### config.mk
export PLATFORM = sky130hd
export DESIGN_NAME = gelato_warp_scheduler
export DESIGN_NICKNAME = d
export VERILOG_FILES = /design/src/rtl/gelato_warp_scheduler_pkg.sv /design/src/rtl/gelato_warp_scheduler_rr_arbiter.sv /design/src/rtl/gelato_warp_scheduler.sv
export SDC_FILE = /design/constraint.sdc
export NUM_CORES = 1
export LEC_CHECK = 0
export CAP_MARGIN = 15
export CORE_UTILIZATION = 43
export DETAILED_ROUTE_END_ITERATION = 8
export PLACE_DENSITY = 0.87
export SYNTH_ARGS = -nofsm -noshare
export SYNTH_HDL_FRONTEND = slang
export SYNTH_SLANG_ARGS = --single-unit
### constraint.sdc
create_clock -name clk -period 8 [get_ports clk]
set_clock_uncertainty 0.1 [all_clocks]
set_input_delay 0.8 -clock clk [delete_from_list [all_inputs] [get_ports clk]]
set_output_delay 0.8 -clock clk [all_outputs]
set_load 0.05 [all_outputs]
### src/rtl/gelato_warp_scheduler_pkg.sv
// ============================================================================
// gelato_types : shared types and widths for the gelato warp scheduler
// Revision: 1.0 - initial release
// ============================================================================
`default_nettype none

`ifndef WARP_NUM
`define WARP_NUM 4
`endif

package gelato_types;
    localparam int INST_W    = 32;
    localparam int WARP_ID_W = $clog2(`WARP_NUM);

    typedef logic [INST_W-1:0] inst_t;
endpackage

`default_nettype wire

### src/rtl/gelato_warp_scheduler_rr_arbiter.sv
// ============================================================================
// gelato_rr_arbiter : rotating-priority search starting just above ptr
// Revision: 1.0 - initial release
// ============================================================================
`default_nettype none

module gelato_rr_arbiter #(
    parameter int N     = 4,
    parameter int PTR_W = 2
) (
    input  logic [N-1:0]     req,
    input  logic [PTR_W-1:0] ptr,
    output logic [N-1:0]     gnt,
    output logic             valid
);

    int w_idx;

    always_comb begin
        gnt   = '0;
        valid = 1'b0;
        w_idx = 0;
        // Offset N revisits ptr itself, so the last grantee is the lowest priority.
        for (int k = 1; k <= N; k++) begin
            w_idx = (int'(ptr) + k) % N;
            if (!valid && req[w_idx[PTR_W-1:0]]) begin
                gnt[w_idx[PTR_W-1:0]] = 1'b1;
                valid                 = 1'b1;
            end
        end
    end

endmodule

`default_nettype wire

### src/rtl/gelato_warp_scheduler.sv
// ============================================================================
// gelato_warp_scheduler : per-warp inflight-limited issue scheduler with a
// single registered issue slot. Optional macro GELATO_SKD_GREEDY_EN enables
// greedy re-grant of the last issued warp.
// Revision: 1.0 - initial release
// ============================================================================
`default_nettype none

import gelato_types::*;

module gelato_warp_scheduler #(
    parameter int WARP_NUM     = `WARP_NUM,
    parameter int MAX_INFLIGHT = 2
) (
    input  logic                          clk,
    input  logic                          rst,
    input  logic                          rdy,
    input  logic [WARP_NUM-1:0]           buf_valid,
    input  inst_t [WARP_NUM-1:0]          buf_inst,
    output logic [WARP_NUM-1:0]           buf_caught,
    input  logic [WARP_NUM-1:0]           warp_active,
    input  logic                          wb_valid,
    input  logic [WARP_ID_W-1:0]          wb_warp,
    output logic                          issue_valid,
    output inst_t                         issue_inst,
    output logic [WARP_ID_W-1:0]          issue_warp,
    input  logic                          issue_ready
);

    localparam int                CNT_W   = $clog2(MAX_INFLIGHT + 1);
    localparam logic [CNT_W-1:0]  C_MAX   = CNT_W'(MAX_INFLIGHT);

    logic [CNT_W-1:0]     r_inflight [WARP_NUM];
    logic [WARP_ID_W-1:0] r_ptr;

    logic [WARP_NUM-1:0]  w_eligible;
    logic [WARP_NUM-1:0]  w_rr_gnt;
    logic [WARP_NUM-1:0]  w_gnt;
    logic                 w_any;
    logic                 w_loadable;
    logic                 w_grant;
    logic [WARP_ID_W-1:0] w_grant_idx;
    logic [WARP_NUM-1:0]  w_inc;
    logic [WARP_NUM-1:0]  w_dec;

    always_comb begin
        w_eligible = '0;
        for (int i = 0; i < WARP_NUM; i++) begin
            w_eligible[i] = buf_valid[i] & warp_active[i] & (r_inflight[i] < C_MAX);
        end
    end

    gelato_rr_arbiter #(
        .N     (WARP_NUM),
        .PTR_W (WARP_ID_W)
    ) u_arb (
        .req   (w_eligible),
        .ptr   (r_ptr),
        .gnt   (w_rr_gnt),
        .valid (w_any)
    );

`ifdef GELATO_SKD_GREEDY_EN
    assign w_gnt = w_eligible[r_ptr] ? (WARP_NUM'(1) << r_ptr) : w_rr_gnt;
`else
    assign w_gnt = w_rr_gnt;
`endif

    assign w_loadable = rdy & (~issue_valid | issue_ready);
    assign w_grant    = w_loadable & w_any & ~rst;
    assign buf_caught = w_grant ? w_gnt : '0;

    always_comb begin
        w_grant_idx = '0;
        for (int i = 0; i < WARP_NUM; i++) begin
            if (w_gnt[i]) begin
                w_grant_idx = WARP_ID_W'(i);
            end
        end
    end

    // Decrements are independent of rdy so a writeback is never dropped.
    always_comb begin
        w_inc = '0;
        w_dec = '0;
        for (int i = 0; i < WARP_NUM; i++) begin
            w_inc[i] = w_grant & w_gnt[i];
            w_dec[i] = wb_valid & (wb_warp == WARP_ID_W'(i)) & (r_inflight[i] != '0);
        end
    end

    always_ff @(posedge clk or posedge rst) begin
        if (rst) begin
            for (int i = 0; i < WARP_NUM; i++) begin
                r_inflight[i] <= '0;
            end
        end else begin
            for (int i = 0; i < WARP_NUM; i++) begin
                if (w_inc[i] && !w_dec[i]) begin
                    r_inflight[i] <= r_inflight[i] + CNT_W'(1);
                end else if (w_dec[i] && !w_inc[i]) begin
                    r_inflight[i] <= r_inflight[i] - CNT_W'(1);
                end
            end
        end
    end

    always_ff @(posedge clk or posedge rst) begin
        if (rst) begin
            issue_valid <= 1'b0;
            issue_inst  <= '0;
            issue_warp  <= '0;
            r_ptr       <= WARP_ID_W'(WARP_NUM - 1);
        end else if (w_loadable) begin
            if (w_any) begin
                issue_valid <= 1'b1;
                issue_inst  <= buf_inst[w_grant_idx];
                issue_warp  <= w_grant_idx;
                r_ptr       <= w_grant_idx;
            end else if (issue_ready) begin
                issue_valid <= 1'b0;
            end
        end
    end

endmodule

`default_nettype wire

## After elaboration in Yosys (flattened, before gate mapping)

Index checks and enable logic that the tools add are counted.

- Register bits: 45
- Logic and storage cells: 143

- Add/sub/neg operators: 12
- $lt $le $gt $ge: 13
- Eq/ne operators: 3
- Mux-type cells: 40
- Bitwise logic cells: 29
- Reduce and logical (&&, ||, !) cells: 38

Operators with widths:

| operator | number |
|---|---|
| 32-bit binary-select mux with 2-bit select | 1 |
| 32-bit 2-to-1 mux | 1 |
| 1-bit AND | 23 |
| 2-bit 2-to-1 mux | 10 |
| 4-bit 2-to-1 mux | 5 |
| 2-bit nonzero test | 9 |
| 1-bit logical AND | 15 |
| 2-bit by 3-bit less-than comparator with 1-bit output, second input constant | 5 |
| 1-bit 2-to-1 mux | 15 |
| 2-bit by 1-bit adder with 2-bit output, second input constant | 6 |
| 4-bit bitwise OR | 3 |
| 1-bit zero test | 11 |
| 1-bit binary-select mux with 2-bit select | 4 |
| 1-bit demux with 2-bit select | 4 |
| 2-bit by 1-bit >= comparator with 1-bit output, second input constant | 4 |
| 2-bit less-than comparator, second input constant | 4 |
| 2-bit by 1-bit subtractor with 2-bit output, second input constant | 4 |
| 2-bit adder, second input constant | 2 |
| 2-bit == test, second input constant | 2 |
| 2-bit AND reduction | 2 |
| 2-bit by 1-bit == test with 1-bit output, second input constant | 1 |
| 2-bit zero test | 1 |
| 1-bit NOT | 2 |
| 1-bit bitwise OR | 1 |

## Longest topological paths before layout

Gate-level depths: netlist of run 1.

- Word-level depth: 21
- Mapped depth: 13
- Gate-level depth less buffers: 11

## Hierarchy

Synthesis of run 1 repeated with hierarchy kept, for this count alone.

- Cell total of the unflattened synthesis: 304
- Area total of the unflattened synthesis: 3158.0 µm²

By module, submodules not included:

| module | instances | cells an instance | area each (µm²) | sequential area each (µm²) |
|---|---|---|---|---|
| gelato_warp_scheduler | 1 | 256 | 2742.6 | 1128.6 |
| gelato_rr_arbiter | 1 | 48 | 415.4 | 0.0 |

## Least setup slack after synthesis of run 1

No wires, ideal clock.

- Kind: reg2out
- Start: register r_ptr[0]
- End: output port buf_caught[2]
- Arrival: 3.379 ns
- Required time: 7.100 ns
- Setup slack: 3.721 ns
- Cell stages (with the launch flop): 10
- Path through: dfstp_2 inv_1 ha_1 mux4_2 nand3_1 a31o_2 and2_1 clkbuf_1 clkbuf_1 nor3_1

- Longest elaborated chain between the ends: 16
- Elaborated cells on any way between the ends: 52
- Those cells by class: add/sub: 4; order compare: 8; mux: 25; bitwise: 5; reduce/logical: 10

RTL lines:

| what | RTL line | source |
|---|---|---|
| start: declaration | gelato_warp_scheduler.sv:34 | `logic [WARP_ID_W-1:0] r_ptr;` |
| start signal: assignment | gelato_warp_scheduler.sv:113 | `r_ptr <= WARP_ID_W'(WARP_NUM - 1);` |
| start signal: assignment | gelato_warp_scheduler.sv:119 | `r_ptr <= w_grant_idx;` |
| branches (longest 15 deep; another with 2-bit by 3-bit less-than comparator with 1-bit output) | n/a |  |
| 4-bit 2-to-1 mux * | gelato_warp_scheduler.sv:71 | `assign buf_caught = w_grant ? w_gnt : '0;` |
| end: declaration | gelato_warp_scheduler.sv:20 | `output logic [WARP_NUM-1:0] buf_caught,` |

Every way passes the cells marked *. The select of a mux whose other input is x is not followed.

## Worst setup path in the final report of run 1

- Start: register r_ptr[0]
- End: output port buf_caught[3]

The elaborated chain is that of the path after synthesis.

==> results of run 1 <==
## kinds of logic (layout without fill, tap and decap cells)
kind of cell / after synthesis / count (layout) / synth area share
flops: 45 / 45 / 0.330
simple gates: 118 / 118 / 0.167
buf+inv: 35 / 199 / 0.0457
fa+ha+maj: 12 / 12 / 0.0439
xor+xnor: 12 / 12 / 0.0307
mux: 4 / 4 / 0.0263
compound gates: 153 / 153 / 0.356
## power groups by stage
stage | clock network [mW] | registers (mW) | logic (mW)
detailed placement | 0 | 0.437 | 1.47
CTS | 0.208 | 0.437 | 1.48
global placement | 0 | 0.436 | 1.43
global route | 0.217 | 0.452 | 1.61
finish | 0.204 | 0.440 | 1.51
floorplan | 0 | 0.712 | 0.752
## flip-flops by register name (all words and copies together) (netlist names)
register / cells
issue_valid: 1
issue_inst: 32
r_inflight: 8
issue_warp: 2
r_ptr: 2
## layout by cell type, fill, tap and decap left out, types with 3 or more instances in the layout
cell type,count
xor2_1,8
a211oi_1,34
o21ai_0,9
xnor2_1,4
clkdlybuf4s50_1,181
o21ai_1,27
a21boi_0,33
mux4_2,4
and3b_1,3
ha_1,12
nand3_1,40
dfrtp_1,43
o211ai_1,5
inv_1,3
nand3b_1,3
nand2_1,43
buf_4,5
o211ai_2,27
clkbuf_8,5
nor2_1,12
## worst paths after layout
check | cells after the start | endpoint | start
min reg2reg | 2 | issue_inst[17] | issue_inst[17]
max reg2reg | 10 | r_inflight[1] | r_ptr[0]
min | 2 | issue_inst[17] | issue_inst[17]
min in group asynchronous | 2 | r_inflight[6] | rst
max in group asynchronous | 2 | issue_inst[15] | rst
max | 8 | buf_caught[3] | r_ptr[0]
## through the flow
stage	util	instance area, um2	setup slack, ps	power (mW)
2_1_floorplan	-	3420	3720	1.46
3_3_place_gp	0.682	5270	3110	1.87
3_5_place_dp	0.682	5270	3080	1.91
4_1_cts	0.699	5400	3060	2.12
5_1_grt	0.702	5430	2870	2.27
6_report	0.702	5430	3050	2.15
## per-layer routing
layer  GRT usage  vias to the layer above  part of all wire
met5           0                        -                 0
met4       0.122                        0             0.037
met3      0.0628                       34             0.076
met2       0.515                      205              0.51
met1       0.338                     1804              0.38
li1            -                     1752                 -
## worst reg2reg max path: cells and delay by family (launching register included)
| family | cells | cell delay [ps] |
|---|---|---|
| flops | 1 | 650 |
| compound gates | 2 | 790 |
| mux | 1 | 530 |
| buf+inv | 1 | 200 |
| fa+ha+maj | 2 | 700 |
| simple gates | 3 | 650 |
| xor+xnor | 1 | 140 |
## final cells by class
| type | count | area [um2] |
|---|---|---|
| clock inverter | 3 | 65.1 |
| clock buffer | 5 | 68.8 |
| fill | 608 | 2300 |
| sequential | 45 | 1130 |
| multi-input combinational | 299 | 2150 |
| timing repair buffer | 187 | 1880 |
| inverter | 4 | 15.0 |
| tap | 102 | 128 |
==> results by group, run 1 <==
Floorplan
  • Ports: 182
  • Die area: 0.00831 mm2
  • Placeable core area: 0.00773 mm2
  • Die span in x: 91.2 um
  • Initial core utilization: 0.443
  • Chip Height: 91.2 um
  • Num rows: 32

CTS
  • Clk_lat worst skew: 290 ps
  • CTS tree: done
  • Root Driver: clkbuf_8
  • Hold buffers post-CTS: 0
  • CTS sink count: 45
  • Post-CTS setup buffers: 0
  • TritonCTS buffer count: 5
  • CTS clk-pin slew, worst paths: 90 ps
  • Max clock buf depth: 2
  • Post-cts resize count: 0
  • H-tree depth: 2

Yosys
  • Post-synth top cells: dfrtp_1 (43), nand2_1 (43), nand3_1 (41)
  • Gate count after technology mapping: 379
  • Netlist cell types: 47
  • Cell taking the most area after synthesis: dfrtp_1
  • #FFs+latches synth: 45
  • Area share of the largest cell type after synthesis: 0.315
  • Yosys warns: 0
  • Top post-synthesis cells by area: dfrtp_1 (31%), o211ai_2 (9.9%), a211oi_1 (7.5%), a21boi_0 (7.2%), nand3_1 (6.0%)
  • Main synth FF type: dfrtp_1
  • Synthesized area per cell: 9.02 um2
  • Post-synthesis sequential area ratio: 0.330
  • Syn_nets: about 530
  • Mapped Area: 0.00342 mm2
  • Post-synth ARST share: 1.00
  • Number of flops mapped to enable cells by yosys: 0

Routing
  • Post-route ant nets: 0
  • Drt wl/cell: 18.6 um
  • Remaining design rule violation count: 0
  • Drt pass-1 iters: 5
  • Vias per cell: around 5.9
  • Drt initial violations: 175
  • Routed wire length: 12.0 mm
  • Vias: around 3800

Worst setup path
  • Crit Path Class: flop to output pin
  • Critical Path Source Type: flop
  • Slowest stage delay, CP: 710 ps
  • Top delay family on crit path: buffers and inverters
  • CP bufs+invs: 2
  • Crit-path cells: inv_1 -> ha_1 -> mux4_2 -> and2_4 -> a221o_2 -> a21o_2 -> and3_1 -> clkdlybuf4s50_1
  • Worst Path Arrival: 4050 ps
  • Flop-to-flop setup slack: ~4200 ps
  • Worst Path Required: 7100 ps
  • Crit path capture type: output pin
  • CP Max Fanout: 33
  • Slowest library cell on the worst path: clkdlybuf4s50_1

Power and ir drop
  • Comb power frac: 0.701
  • VDD IR-drop max: 227 uV
  • Seq pwr share: 0.204
  • Sw Pwr: 1.14 mW
  • Sw Ratio: 0.531
  • Power share of the clock group: 0.095
  • PD cells: 397 mW/mm2
  • Cell internal pwr: roughly 1.0 mW
  • Leak: approximately 2.1 nW

STA
  • Final setup viols: 0
  • RSZ-0062 raised after global routing: false
  • Setup TNS: 0 ps
  • Fin. max-slew vios: 0
  • FMAX: just over 200 MHz
  • Crit share post-route: 0.618
  • Final min period: slightly below 5000 ps
  • Worst-margin pin slew: 961 ps
  • Hold_ws: between 300 and 400 ps
  • Rel. slew slack: 0.359
  • Fin. Hold Viols: 0

Cells and area
  • Fraction of layout cells with a size suffix above 1: 0.114
  • Area growth from synthesis to layout: 58.7%
  • Antenna cells: 0
  • Layout Nets: 697
  • Finished Layout Cells: ~650

Global route
  • First-pass GRT wire length: approximately 19 mm
  • Pin count of the biggest net entering global routing: 47
  • Total GRT Usage: 0.291
  • GR Overflow Total: 0
  • Number of global-route vias before repair: 3824
  • Antenna violations before repair: 0

Placement
  • DP Wirelength: 8.52 mm
  • GPL Wtd Cong: 0.864
  • Placed Cells incl. Taps: 636
  • IO buf count: 181

Worst hold path
  • Hold crit path type: flop to flop

Flow run
  • Max_cap viols: 0

Status
  • Status: complete, no violations
No activity file was read; power rests on OpenSTA's default activity.
==> inputs of run 2 (changes only) <==
- CORE_UTILIZATION: 43 -> 36
- PLACE_DENSITY: 0.87 -> 0.78
- clock period: 8 -> 4.1 ns (I/O delays scaled with it)
==> run 2 against run 1 <==
Against the previous run: wire length rose by 1.2%; final area rose by 1.1%; first-iteration DRC count fell by 7.4%; worst hold slack improved by 0.66 ps; clock power rose by 81%; sequential cell count did not move; largest cell class unchanged; highest routed layer is now met5.
==> results by group, run 2 (same netlist as run 1, synthesis figures left out) <==
Status
  • Status: complete, no violations (unchanged)

Worst setup path
  • Worst Path Required: 3590 ps (was 7100 ps)
  • Crit-path cells: inv_1 -> ha_1 -> mux4_2 -> and2_4 -> a221o_2 -> a21o_2 -> and3_1 -> buf_12 (was inv_1 -> ha_1 -> mux4_2 -> and2_4 -> a221o_2 -> a21o_2 -> and3_1 -> clkdlybuf4s50_1)
  • Crit path capture type: output pin (unchanged)
  • FF-to-FF End: r_inflight[1] (unchanged)
  • CP Max Fanout: 9 (was 33)
  • Slowest stage delay, CP: 650 ps (was 710 ps)
  • Critical Path Source Type: flop (unchanged)
  • Worst Reg-to-Reg Cells: 11 (was 10)
  • Reg2reg start: r_ptr[0] (unchanged)
  • Crit Path Class: flop to output pin (unchanged)
  • Top delay family on crit path: flip-flops (was buffers and inverters)
  • Slowest library cell on the worst path: dfstp_2 (was clkdlybuf4s50_1)
  • Worst Path Arrival: 3190 ps (was 4050 ps)
  • CP bufs+invs: 2 (unchanged)
  • Flop-to-flop setup slack: 580 ps (was 4180 ps)

Cells and area
  • Area growth from synthesis to layout: 60.4% (was 58.7%)
  • Top Registers: issue_inst x32, r_inflight x8 (unchanged)
  • Layout Nets: 703 (was 697)
  • Most frequent cells in the layout: clkdlybuf4s50_1 (177), nand2_1 (43), dfrtp_1 (43) (was clkdlybuf4s50_1 (181), nand2_1 (43), dfrtp_1 (43))
  • Final Cell Area: 0.00549 mm2 (was 0.00543 mm2)
  • Antenna cells: 0 (unchanged)
  • Multi-input gate area: 0.00216 mm2 (was 0.00215 mm2)
  • Fraction of layout cells with a size suffix above 1: 0.135 (was 0.114)
  • Commonest non-fill, non-tap cell in the layout: clkdlybuf4s50_1 (unchanged)
  • Number of flip-flops in the largest register: 32 (unchanged)
  • FF+latch area: 0.00113 mm2 (unchanged)
  • Fillers: 810 (was 608)
  • Biggest register: issue_inst (unchanged)

Routing
  • Routed wire length: 12.1 mm (was 12.0 mm)
  • Drt pass-1 iters: 4 (was 5)
  • Remaining design rule violation count: 0 (unchanged)
  • Drt wl/cell: 17.9 um (was 18.6 um)
  • Drt initial violations: 162 (was 175)
  • Vias: 3804 (was 3795)
  • Vias per cell: 5.61 (was 5.88)
  • Post-route ant nets: 0 (unchanged)

CTS
  • Max clock buf depth: 2 (unchanged)
  • TritonCTS buffer count: 5 (unchanged)
  • Hold buffers post-CTS: 0 (unchanged)
  • Post-CTS setup buffers: 0 (unchanged)
  • Clk_lat worst skew: 300 ps (was 290 ps)
  • H-tree depth: 2 (unchanged)
  • CTS sink count: 45 (unchanged)
  • Post-cts resize count: 0 (unchanged)
  • Root Driver: clkbuf_8 (unchanged)
  • CTS tree: done (unchanged)
  • CTS clk-pin slew, worst paths: 100 ps (was 90 ps)

Worst hold path
  • Hold crit path type: flop to flop (unchanged)
  • Hold Path Cell Cnt: 2 (unchanged)
  • Worst Hold End: issue_inst[0] (was issue_inst[17])
  • Hold_sp: issue_inst[0] (was issue_inst[17])

Global route
  • Antenna violations before repair: 1 (was 0)
  • Pin count of the biggest net entering global routing: 46 (was 47)
  • First-pass GRT wire length: 19.4 mm (was 19.1 mm)
  • Number of global-route vias before repair: 4027 (was 3824)
  • GR Overflow Total: 0 (unchanged)
  • Total GRT Usage: 0.251 (was 0.291)

Floorplan
  • Num rows: 35 (was 32)
  • Die span in x: 99.5 um (was 91.2 um)
  • Chip Height: 99.5 um (was 91.2 um)
  • Placeable core area: 0.00924 mm2 (was 0.00773 mm2)
  • Die area: 0.00989 mm2 (was 0.00831 mm2)
  • Initial core utilization: 0.370 (was 0.443)
  • Ports: 182 (unchanged)

Power and ir drop
  • Leak: 2.14 nW (was 2.12 nW)
  • Sw Pwr: 2.25 mW (was 1.14 mW)
  • Power share of the clock group: 0.088 (was 0.095)
  • PD cells: 763 mW/mm2 (was 397 mW/mm2)
  • Sw Ratio: 0.538 (was 0.531)
  • Seq pwr share: 0.201 (was 0.204)
  • Comb power frac: 0.710 (was 0.701)
  • VDD IR-drop max: 351 uV (was 227 uV)
  • Cell internal pwr: 1.94 mW (was 1.01 mW)

Placement
  • DP Wirelength: 8.83 mm (was 8.52 mm)
  • IO buf count: 181 (unchanged)
  • GPL Wtd Cong: 0.996 (was 0.864)
  • Placed inst area: 0.00537 mm2 (was 0.00527 mm2)

STA
  • Worst-margin pin slew: 609 ps (was 961 ps)
  • RSZ-0062 raised after global routing: false (unchanged)
  • Fin. Hold Viols: 0 (unchanged)
  • Final setup viols: 0 (unchanged)
  • Fin. max-slew vios: 0 (unchanged)
  • FMAX: 270 MHz
  • Rel. slew slack: 0.594 (was 0.359)
  • Setup TNS: 0 ps (unchanged)
  • Crit share post-route: 0.902
  • Final min period: 3700 ps

Flow run
  • Max_cap viols: 0 (unchanged)
==> run 2: cell types whose count changed in the layout (fill, tap and decap cells not counted), moves of 2 or more <==
cell,change
buf_4,+10
nor3_2,+2
nor3_1,-2
clkdlybuf4s50_1,-4
==> run 2: cell type report <==
| type | count | share of cell area |
|---|---|---|
| Timing Repair Buffer | 193 | 0.347 |
| Multi-Input combinational cell | 299 | 0.393 |
| Inverter | 4 | 0.00274 |
| Clock inverter | 2 | 0.00684 |
| Clock buffer | 6 | 0.0151 |
| Tap cell | 129 | 0.0294 |
| Sequential cell | 45 | 0.206 |
==> run 2: worst reg2reg max path: cells and delay by family (launching register included) <==
kind	cells	cell delay, ps
flip-flops	1	650
AO/OA/AOI/OAI	2	570
XOR/XNOR	2	300
buffers and inverters	1	180
adder cells (fa/ha/maj)	2	600
multiplexers	1	540
AND/OR/NAND/NOR	3	520
==> run 2: worst max path at each step <==
stage,cells past startpoint,end,from
after floorplan,11,r_inflight[7],r_ptr[0]
after global placement,10,r_inflight[1],r_ptr[0]
after detailed placement,11,r_inflight[1],r_ptr[0]
after CTS,8,buf_caught[3],r_ptr[0]
after global routing,8,buf_caught[3],r_ptr[0]
final,8,buf_caught[3],r_ptr[0]
==> run 2: power groups by stage <==
| stage | clock network, mW | logic, mW | registers (mW) |
|---|---|---|---|
| 2_1_floorplan | 0 | 1.47 | 1.39 |
| 3_3_place_gp | 0 | 2.92 | 0.838 |
| 3_5_place_dp | 0 | 2.97 | 0.851 |
| 4_1_cts | 0.377 | 2.98 | 0.844 |
| 5_1_grt | 0.396 | 3.19 | 0.875 |
| 6_report | 0.369 | 2.97 | 0.843 |
==> run 2: layer usage <==
metal  wire length (um)  GRT usage
met1               4920      0.298
met2               5850      0.438
met3                928     0.0541
met4                414      0.105
met5                 17          0
==> run 2: stage by stage <==
| stage | power [mW] | utilization | setup slack [ps] | hold slack, ps | std cells |
|---|---|---|---|---|---|
| 2_1_floorplan | 2.86 | - | 172 | 363 | 379 |
| 3_3_place_gp | 3.76 | 0.581 | 712 | 371 | 670 |
| 3_5_place_dp | 3.82 | 0.581 | 614 | 375 | 670 |
| 4_1_cts | 4.20 | 0.594 | 408 | 399 | 678 |
| 5_1_grt | 4.46 | 0.594 | 290 | 429 | 678 |
| 6_report | 4.19 | 0.594 | 403 | 395 | 678 |
==> inputs of run 3 (changes only) <==
- CORE_UTILIZATION: 36 -> 35
- HOLD_SLACK_MARGIN: unset -> 0.06
- SYNTH_HIERARCHICAL: unset -> 1
==> run 3 against run 2 <==
Against the previous run: final area fell by 5.8%; setup slack got worse by 130 ps; synthesized cell count decreased by 20%; critical path depth grew 1; sequential share of layout area is 1.3 points higher; highest routed layer is now met4; final cell count down 14%; clock power decreased by 24%; largest cell class is now buffers; synthesized area is 7.6% lower; utilization is 0.095 points lower; die area decreased by 4.9%.
==> results by group, run 3 <==
Yosys
  • Gate count after technology mapping: 304 (was 379)
  • Yosys warns: 6 (was 0)
  • Mapped Area: 0.00316 mm2 (was 0.00342 mm2)
  • Syn_nets: 459 (was 534)
  • Post-synth ARST share: 1.00 (unchanged)
  • Most frequent cell after synthesis: dfrtp_1
  • Netlist cell types: 39 (was 47)
  • Synthesized area per cell: 10.4 um2 (was 9.02 um2)
  • Post-synth top cells: dfrtp_1 (43), a222oi_1 (32), o31ai_1 (32) (was dfrtp_1 (43), nand2_1 (43), nand3_1 (41))
  • Post-synthesis sequential area ratio: 0.357 (was 0.330)
  • #FFs+latches synth: 45 (unchanged)
  • Top post-synthesis cells by area: dfrtp_1 (34%), a222oi_1 (10%), o31ai_1 (7.6%), mux2_1 (6.8%), mux2_2 (6.1%) (was dfrtp_1 (31%), o211ai_2 (9.9%), a211oi_1 (7.5%), a21boi_0 (7.2%), nand3_1 (6.0%))
  • Number of flops mapped to enable cells by yosys: 0 (unchanged)
  • Main synth FF type: dfrtp_1 (unchanged)
  • Area share of the largest cell type after synthesis: 0.341 (was 0.315)
  • Cell taking the most area after synthesis: dfrtp_1 (unchanged)

CTS
  • H-tree depth: 2 (unchanged)
  • Clk_lat worst skew: 290 ps (was 300 ps)
  • Post-CTS setup buffers: 0 (unchanged)
  • TritonCTS buffer count: 5 (unchanged)
  • Hold buffers post-CTS: 0 (unchanged)
  • CTS tree: done (unchanged)
  • Root Driver: clkbuf_8 (unchanged)
  • CTS sink count: 45 (unchanged)
  • CTS clk-pin slew, worst paths: 80 ps (was 100 ps)
  • Post-cts resize count: 0 (unchanged)
  • Max clock buf depth: 2 (unchanged)

Flow run
  • Max_cap viols: 0 (unchanged)

Power and ir drop
  • Leak: 2.08 nW (was 2.14 nW)
  • VDD IR-drop max: 444 uV (was 351 uV)
  • Power share of the clock group: 0.074 (was 0.088)
  • Seq pwr share: 0.215 (was 0.201)
  • Sw Ratio: 0.502 (was 0.538)
  • Cell internal pwr: 1.89 mW (was 1.94 mW)
  • Sw Pwr: 1.90 mW (was 2.25 mW)
  • Comb power frac: 0.711 (was 0.710)
  • Pwr Total: 3.79 mW (was 4.19 mW)
  • PD cells: 734 mW/mm2 (was 763 mW/mm2)

Floorplan
  • Die span in x: 97.0 um (was 99.5 um)
  • Num rows: 34 (was 35)
  • Ports: 182 (unchanged)
  • Placeable core area: 0.00872 mm2 (was 0.00924 mm2)
  • Chip Height: 97.0 um (was 99.5 um)
  • Initial core utilization: 0.362 (was 0.370)
  • Die area: 0.00941 mm2 (was 0.00989 mm2)

Cells and area
  • Top Registers: issue_inst x32, r_inflight x8 (unchanged)
  • Number of flip-flops in the largest register: 32 (unchanged)
  • Fillers: 773 (was 810)
  • Most frequent cells in the layout: clkdlybuf4s50_1 (177), dfrtp_1 (43), a222oi_1 (32), o31ai_1 (32), o21ai_0 (28) (was clkdlybuf4s50_1 (177), nand2_1 (43), dfrtp_1 (43))
  • Area growth from synthesis to layout: 63.7% (was 60.4%)
  • Commonest non-fill, non-tap cell in the layout: clkdlybuf4s50_1 (unchanged)
  • Antenna cells: 0 (unchanged)
  • Fraction of layout cells with a size suffix above 1: 0.108 (was 0.135)
  • Layout Nets: 627 (was 703)
  • Biggest register: issue_inst (unchanged)

Routing
  • Post-route ant nets: 0 (unchanged)
  • Routed wire length: 10.4 mm (was 12.1 mm)
  • Remaining design rule violation count: 0 (unchanged)
  • Vias: 3218 (was 3804)
  • Drt wl/cell: 17.8 um (was 17.9 um)
  • Drt pass-1 iters: 6 (was 4)
  • Vias per cell: 5.54 (was 5.61)
  • Drt initial violations: 239 (was 162)

Worst hold path
  • Hold crit path type: flop to flop (unchanged)

Global route
  • Number of global-route vias before repair: 3228 (was 4027)
  • First-pass GRT wire length: 16.4 mm (was 19.4 mm)
  • GR Overflow Total: 0 (unchanged)
  • Pin count of the biggest net entering global routing: 67 (was 46)
  • Antenna violations before repair: 0 (was 1)
  • Total GRT Usage: 0.215 (was 0.251)

STA
  • Fin. max-slew vios: 0 (unchanged)
  • Setup ws final: 275 ps (was 403 ps)
  • Setup TNS: 0 ps (unchanged)
  • Hold_ws: 392 ps (was 395 ps)
  • Crit share post-route: 0.933 (was 0.902)
  • FMAX: 261 MHz (was 270 MHz)
  • Final setup viols: 0 (unchanged)
  • Worst-margin pin slew: 644 ps (was 609 ps)
  • Final min period: 3830 ps (was 3700 ps)
  • Fin. Hold Viols: 0 (unchanged)
  • Rel. slew slack: 0.571 (was 0.594)
  • RSZ-0062 raised after global routing: false (unchanged)

Worst setup path
  • Critical Path Source Type: flop (unchanged)
  • CP Max Fanout: 36 (was 9)
  • Worst Path Required: 3590 ps (about the same)
  • Crit path capture type: output pin (unchanged)
  • Worst Path Arrival: 3320 ps (was 3190 ps)
  • Crit Path Class: flop to output pin (unchanged)

Placement
  • GPL Wtd Cong: 0.874 (was 0.996)
  • DP Wirelength: 7.85 mm (was 8.83 mm)
  • Placement Setup Slack: 182 ps (was 614 ps)
  • IO buf count: 181 (unchanged)

Status
  • Status: complete, no violations (unchanged)
[run 3: cell count changes after synthesis, moves of 8 or more]
cell,delta
nand3_1,-41
a211oi_1,-34
a21boi_0,-33
a222oi_1,+32
o31ai_1,+32
nand2_1,-31
o211ai_2,-27
o21ai_1,-21
o21ai_0,+20
mux2_1,+19
mux2_2,+17
clkbuf_1,-10
mux2i_1,+8
[run 3: path summary, 6_finish.rpt]
path / from / to / slack [ps] / depth (start not counted)
max: r_ptr[0] / buf_caught[3] / 270 / 9
min: r_inflight[7] / r_inflight[7] / 390 / 1
max reg2reg: r_ptr[0] / issue_inst[2] / 430 / 10
min reg2reg: r_inflight[7] / r_inflight[7] / 390 / 1
max in group asynchronous: rst / issue_inst[5] / 2730 / 3
min in group asynchronous: rst / issue_warp[0] / 440 / 2
[run 3: metal layers]
layer,GRT usage,share of wire
met1,0.254,0.40
met2,0.390,0.52
met3,0.0470,0.064
met4,0.0597,0.012
met5,0,0
[run 3: layout make-up]
cell class	count	area (um2)	area share
clock inverter	1	7.51	0.00145
timing repair buffer	190	1910	0.370
clock buffer	7	86.3	0.0167
sequential	45	1130	0.218
multi-input combinational	221	1870	0.361
tap	108	135	0.0261
inverter	9	33.8	0.00654
[run 3: stage by stage]
stage                     std cells  area [um2]   util
after CTS                       581        5150  0.591
after global placement          573        5060  0.580
after global routing            581        5170  0.593
after detailed placement        573        5060  0.580
final                           581        5170  0.593
after floorplan                 304        3160      -
[run 3: power groups by stage]
| stage | Clock [mW] | Sequential [mW] | Combinational, mW |
|---|---|---|---|
| CTS | 0.295 | 0.815 | 2.69 |
| floorplan | 0 | 1.33 | 1.37 |
| detailed placement | 0 | 0.822 | 2.69 |
| global route | 0.312 | 0.845 | 2.87 |
| global placement | 0 | 0.812 | 2.63 |
| finish | 0.281 | 0.814 | 2.70 |
[run 3: kinds of logic after synthesis]
group                      Yosys count  synth area share
muxes                               45             0.162
DFF                                 45             0.357
xor gates and xnor gates            12            0.0333
and+or+nand+nor                     41            0.0678
adders and majority gates           12            0.0475
AOI/OAI and AO/OA                  111             0.271
buffers and inverters               38            0.0606
[run 3: worst max-delay path: stages, from the launching register on]
cell	delay [ps]
dfstp_2	640
inv_1	200
ha_1	460
mux2i_1	260
o2111ai_1	140
o21ai_1	280
a221o_1	280
buf_6	300
and3_1	300
buf_12	160
==> edit 1 (config.mk and constraints of run 3) <==
Change the package constant `INST_W` from 32 to 16.
--- a/src/rtl/gelato_warp_scheduler_pkg.sv
+++ b/src/rtl/gelato_warp_scheduler_pkg.sv
@@ -9,7 +9,7 @@
 `endif
 
 package gelato_types;
-    localparam int INST_W    = 32;
+    localparam int INST_W    = 16;
     localparam int WARP_ID_W = $clog2(`WARP_NUM);
 
     typedef logic [INST_W-1:0] inst_t;
Interface: changed (resized buf_inst and issue_inst); port bits go from 182 to 102. The function was not compared with the original's and may differ.
==> edit 1 against run 3 <==
  * Worst setup slack better by 13 ps
  * Maximum frequency up 0.34%
  * Synthesized cell count down 31%
  * Routed wire length down 42%
  * Area after synthesis down 32%
  * Sequential cell count down 16
  * Total power down 38%
  * Hold slack worse by 4.0 ps
  * Final area down 36%
==> edit 1: results (changes against run 3) <==
* Total Nets Final: 403 (-36%)
- Top fanout value on the critical path: 9 (-75%)
* Biggest area contributors in the synthesized netlist: dfrtp_1, mux2_2, ha_1
- Largest registers in the final layout: issue_inst x16, r_inflight x8
* Placed insts: 380 (-34%)
- The maximum number of pins on one net before global-route repair is 23 (-66%).
- Number of distinct library cells after synthesis: 42 (+7.7%)
- The arrival time reported for the critical path endpoint is 3300 ps (-20 ps).
- First-pass GRT wire length: 9.40 mm (-43%)
- The net count after synthesis was 302 (-34%).
- DP HPWL: 4.54 mm (-42%)
* Internal cell power: 1.23 mW (-35%)
- Counting instances in the post-synthesis netlist gives the leading cell types as dfrtp_1, o21ai_0, nand2_1.
- Proportion of synthesized chip area in sequential cells: 0.341 (-0.0162)
- Leak: 1.40 nW (-33%)
* Slowest cell delay on critical path: 630 ps
- The post-detailed-route via-to-cell ratio is 5.35 (-3.3%).
* Routability-driven placement congestion ratio: 0.941 (+7.7%)
- Fin cells: 387 (-33%)
- Area added between synthesis and finish: 55.4%
* Worst setup timing slack at the placement stage: 358 ps (+176 ps)
- The per-cell routed wire length came to 15.5 um (-13%).
- First DRT Iteration DRCs: 101 (-58%)
- Outcome: finished clean
- Total of fill cells in the finished design: 536 (-31%)
- The layout cell share with drive strength beyond 1 came to 0.135 (+0.0268).
- The number of inserted diodes was 0 (unchanged).
- Clock slew at the register clock pins of the worst setup and hold paths: 60 ps (-20 ps)
- Cell count after synthesis: 211 (-31%)
- The worst slew margin relative to its limit came to 0.353 (-0.218).
## edit 1: path summary, 6_finish.rpt
path	end	slack, ps	start
worst max-delay path	buf_caught[2]	290	r_ptr[0]$_DFFE_PP1N_
worst min-delay path	r_inflight[7]$_DFFE_PP0P_	390	r_inflight[7]$_DFFE_PP0P_
worst max register to register	issue_inst[13]$_DFFE_PP0N_	410	r_ptr[0]$_DFFE_PP1N_
worst min register to register	r_inflight[7]$_DFFE_PP0P_	390	r_inflight[7]$_DFFE_PP0P_
max in group asynchronous	issue_inst[2]$_DFFE_PP0N_	2810	rst
min in group asynchronous	issue_inst[5]$_DFFE_PP0N_	460	rst
## edit 1: power by group through the flow
| stage | clock network, mW | logic, mW | registers (mW) |
|---|---|---|---|
| global route | 0.263 | 1.68 | 0.566 |
| finish | 0.244 | 1.56 | 0.546 |
| detailed placement | 0 | 1.55 | 0.550 |
| global placement | 0 | 1.52 | 0.546 |
| CTS | 0.250 | 1.56 | 0.546 |
| floorplan | 0 | 0.870 | 0.819 |
## edit 1: final cells by class
cell class                      instances  share of cell area
Multi-Input combinational cell        160               0.388
Inverter                               11              0.0124
Clock buffer                            7              0.0260
Timing Repair Buffer                  105               0.326
Sequential cell                        29               0.220
Tap cell                               75              0.0283
## edit 1: cells by family after synthesis
logic type      count (synthesis)  share of synthesized area
flops                          29                      0.341
fa+ha+maj                      12                     0.0703
simple gates                   46                      0.112
compound gates                 59                      0.196
mux                            31                      0.175
xor+xnor                       12                     0.0492
buf+inv                        22                     0.0563
## edit 1: layer usage
| metal | wire, um | global-route usage | vias up |
|---|---|---|---|
| met5 | 0 | 0 | - |
| met4 | 63 | 0.0643 | 0 |
| met3 | 387 | 0.0500 | 5 |
| met2 | 2970 | 0.317 | 74 |
| met1 | 2580 | 0.241 | 997 |
| li1 | - | - | 996 |
==> edit 2 (config.mk and constraints of run 3) <==
Made on the original files. Make the reset (`rst`) synchronous in 2 clocked blocks.
--- a/src/rtl/gelato_warp_scheduler.sv
+++ b/src/rtl/gelato_warp_scheduler.sv
@@ -89,7 +89,7 @@
         end
     end
 
-    always_ff @(posedge clk or posedge rst) begin
+    always_ff @(posedge clk) begin
         if (rst) begin
             for (int i = 0; i < WARP_NUM; i++) begin
                 r_inflight[i] <= '0;
@@ -105,7 +105,7 @@
         end
     end
 
-    always_ff @(posedge clk or posedge rst) begin
+    always_ff @(posedge clk) begin
         if (rst) begin
             issue_valid <= 1'b0;
             issue_inst  <= '0;
Formal check against the unedited RTL: differs if rst is asserted again (counterexample within 4 cycles, from zero or initial values and one cycle with rst high); with rst held inactive, the same outputs for 4 cycles.
==> edit 2 against run 3 <==
  * Count of clock-buffer cells in the layout did not move
  * Critical path depth unchanged
  * Worst setup slack better by 32 ps
  * Die area grew 14%
  * Routed wire length rose by 8.0%
  * Sequential cell count stayed put
  * Final area increased by 7.6%
  * Critical endpoint is now buf_caught[2]
  * Cell count increased by 24%
  * Area after synthesis grew 14%
  * Core utilization decreased by 2.9 points
Power is not compared: it rests on default switching activity, and its combinational part moved more than twofold at a synthesized area within 25%.
==> edit 2: results (changes against run 3) <==
* Outcome: finished clean
- The net count after synthesis is 573 (+25%).
- Proportion of synthesized chip area in sequential cells: 0.273 (-0.0847)
- The number of placed instances, taps included was 712 (+24%).
- The via count of the first global-routing pass is 3,472 (+7.6%).
- Layout cell share with drive strength beyond 1: 0.147 (+0.0387)
- The adder and majority gate portion of the synthesized area was 0.0313 (-0.0162).
* Worst setup timing slack at the placement stage: 440 ps (+258 ps)
* Average via count per standard cell: 5.10 (-8.0%)
- Async SR Flop Fraction: 0 (-1.00)
* Largest area contributor in the synthesized netlist: dfxtp_1
- Drt first pass iters: 4 (-2)
* Most instantiated flip-flop cell in the synthesis netlist: dfxtp_1
- Total Nets Final: 738 (+18%)
* Biggest area contributors in the synthesized netlist: dfxtp_1, o221ai_2, mux2i_1
- First DRT Iteration DRCs: 118 (-51%)
- The cell area after placement came to 0.00548 mm^2 (+8.3%).
* Number of synthesized flops with an enable pin: 8 (+8)
* Wire length per cell after detailed routing: 15.5 um (-13%)
- The average cell area after synthesis was 8.54 um^2 (-18%).
- Total of fill cells in the finished design: 857 (+11%)
* First-pass GRT wire length: 17.1 mm (+3.9%)
- Vias: 3,669 (+14%)
- Area taken by flip-flops and latches: 981 um^2 (-13%)
* DP HPWL: 8.74 mm (+11%)
- The maximum fanout along the worst path came to 18 (-50%).
- The commonest cells after synthesis are nor2_1, nand2_1, mux2i_1.
- Routability-driven placement congestion ratio: 0.864 (-1.2%)
- Worst Path Arrival: 3280 ps (-40 ps)
* Pin count of the biggest net entering global routing: 43 (-36%)
- The pin slew with the least headroom to its limit was 620 ps (-23.9 ps).
* Synthesized-area fraction occupied by ao, oa, aoi and oai cells: 0.174 (-0.0978)
- Synth Area in XOR/XNOR: 0.0243 (-0.00893)
- The multiplexer share of the synthesized area is 0.125 (-0.0372).
[edit 2: routing by layer]
metal / track usage / vias to the layer above / routed length, um
met4: 0.0444 / 0 / 97
met3: 0.0383 / 6 / 908
met1: 0.241 / 1709 / 4500
li1: - / 1823 / -
met2: 0.383 / 131 / 5690
met5: 0 / - / 0
[edit 2: per-stage QoR]
step	hold WS (ps)	power (mW)
5_1_grt	421	2.04
2_1_floorplan	435	1.34
3_3_place_gp	381	1.64
4_1_cts	399	1.94
3_5_place_dp	386	1.67
6_report	398	1.92
[edit 2: worst paths after layout]
check / startpoint / endpoint / slack, ps / depth (start not counted)
max reg2reg: r_ptr[1]$_SDFFE_PP1N_ / issue_inst[31]$_SDFFE_PP0N_ / 520 / 10
min: issue_warp[0]$_SDFFE_PP0N_ / issue_warp[0]$_SDFFE_PP0N_ / 400 / 2
max: r_ptr[1]$_SDFFE_PP1N_ / buf_caught[2] / 310 / 9
min reg2reg: issue_warp[0]$_SDFFE_PP0N_ / issue_warp[0]$_SDFFE_PP0N_ / 400 / 2
[edit 2: what timing repair did]
action / in CTS / in global routing
setup endpoints to repair: 0 / 2
setup buffers: 0 / 0
gates resized for setup: 0 / 1
[edit 2: cell families (layout without fill, tap and decap cells)]
logic type | count (synthesis) | after routing
and+or+nand+nor | 215 | 215
xor gates and xnor gates | 10 | 10
muxes | 43 | 43
DFF | 45 | 45
AOI/OAI and AO/OA | 55 | 55
adders and majority gates | 9 | 9
buffers and inverters | 44 | 210
[edit 2: power by group]
part           switching, mW  total [mW]  internal, mW
clock network          0.152       0.273         0.121
logic                  0.612        1.11         0.497
registers             0.0401       0.542         0.502
total                  0.804        1.92          1.12
[edit 2: worst max-delay path: stages (launching register included)]
cell       delay [ps]
dfxtp_1           620
inv_1             180
ha_1              430
mux2i_1           310
o2111ai_1         150
o21ai_1           300
a221o_1           300
buf_4             270
and3_1            270
buf_12            160
[edit 2: layout make-up]
class | count | share of cell area
Clock inverter | 1 | 0.00135
Clock buffer | 7 | 0.0137
Tap cell | 133 | 0.0299
Inverter | 10 | 0.00675
Sequential cell | 45 | 0.176
Timing Repair Buffer | 192 | 0.347
Multi-Input combinational cell | 332 | 0.425
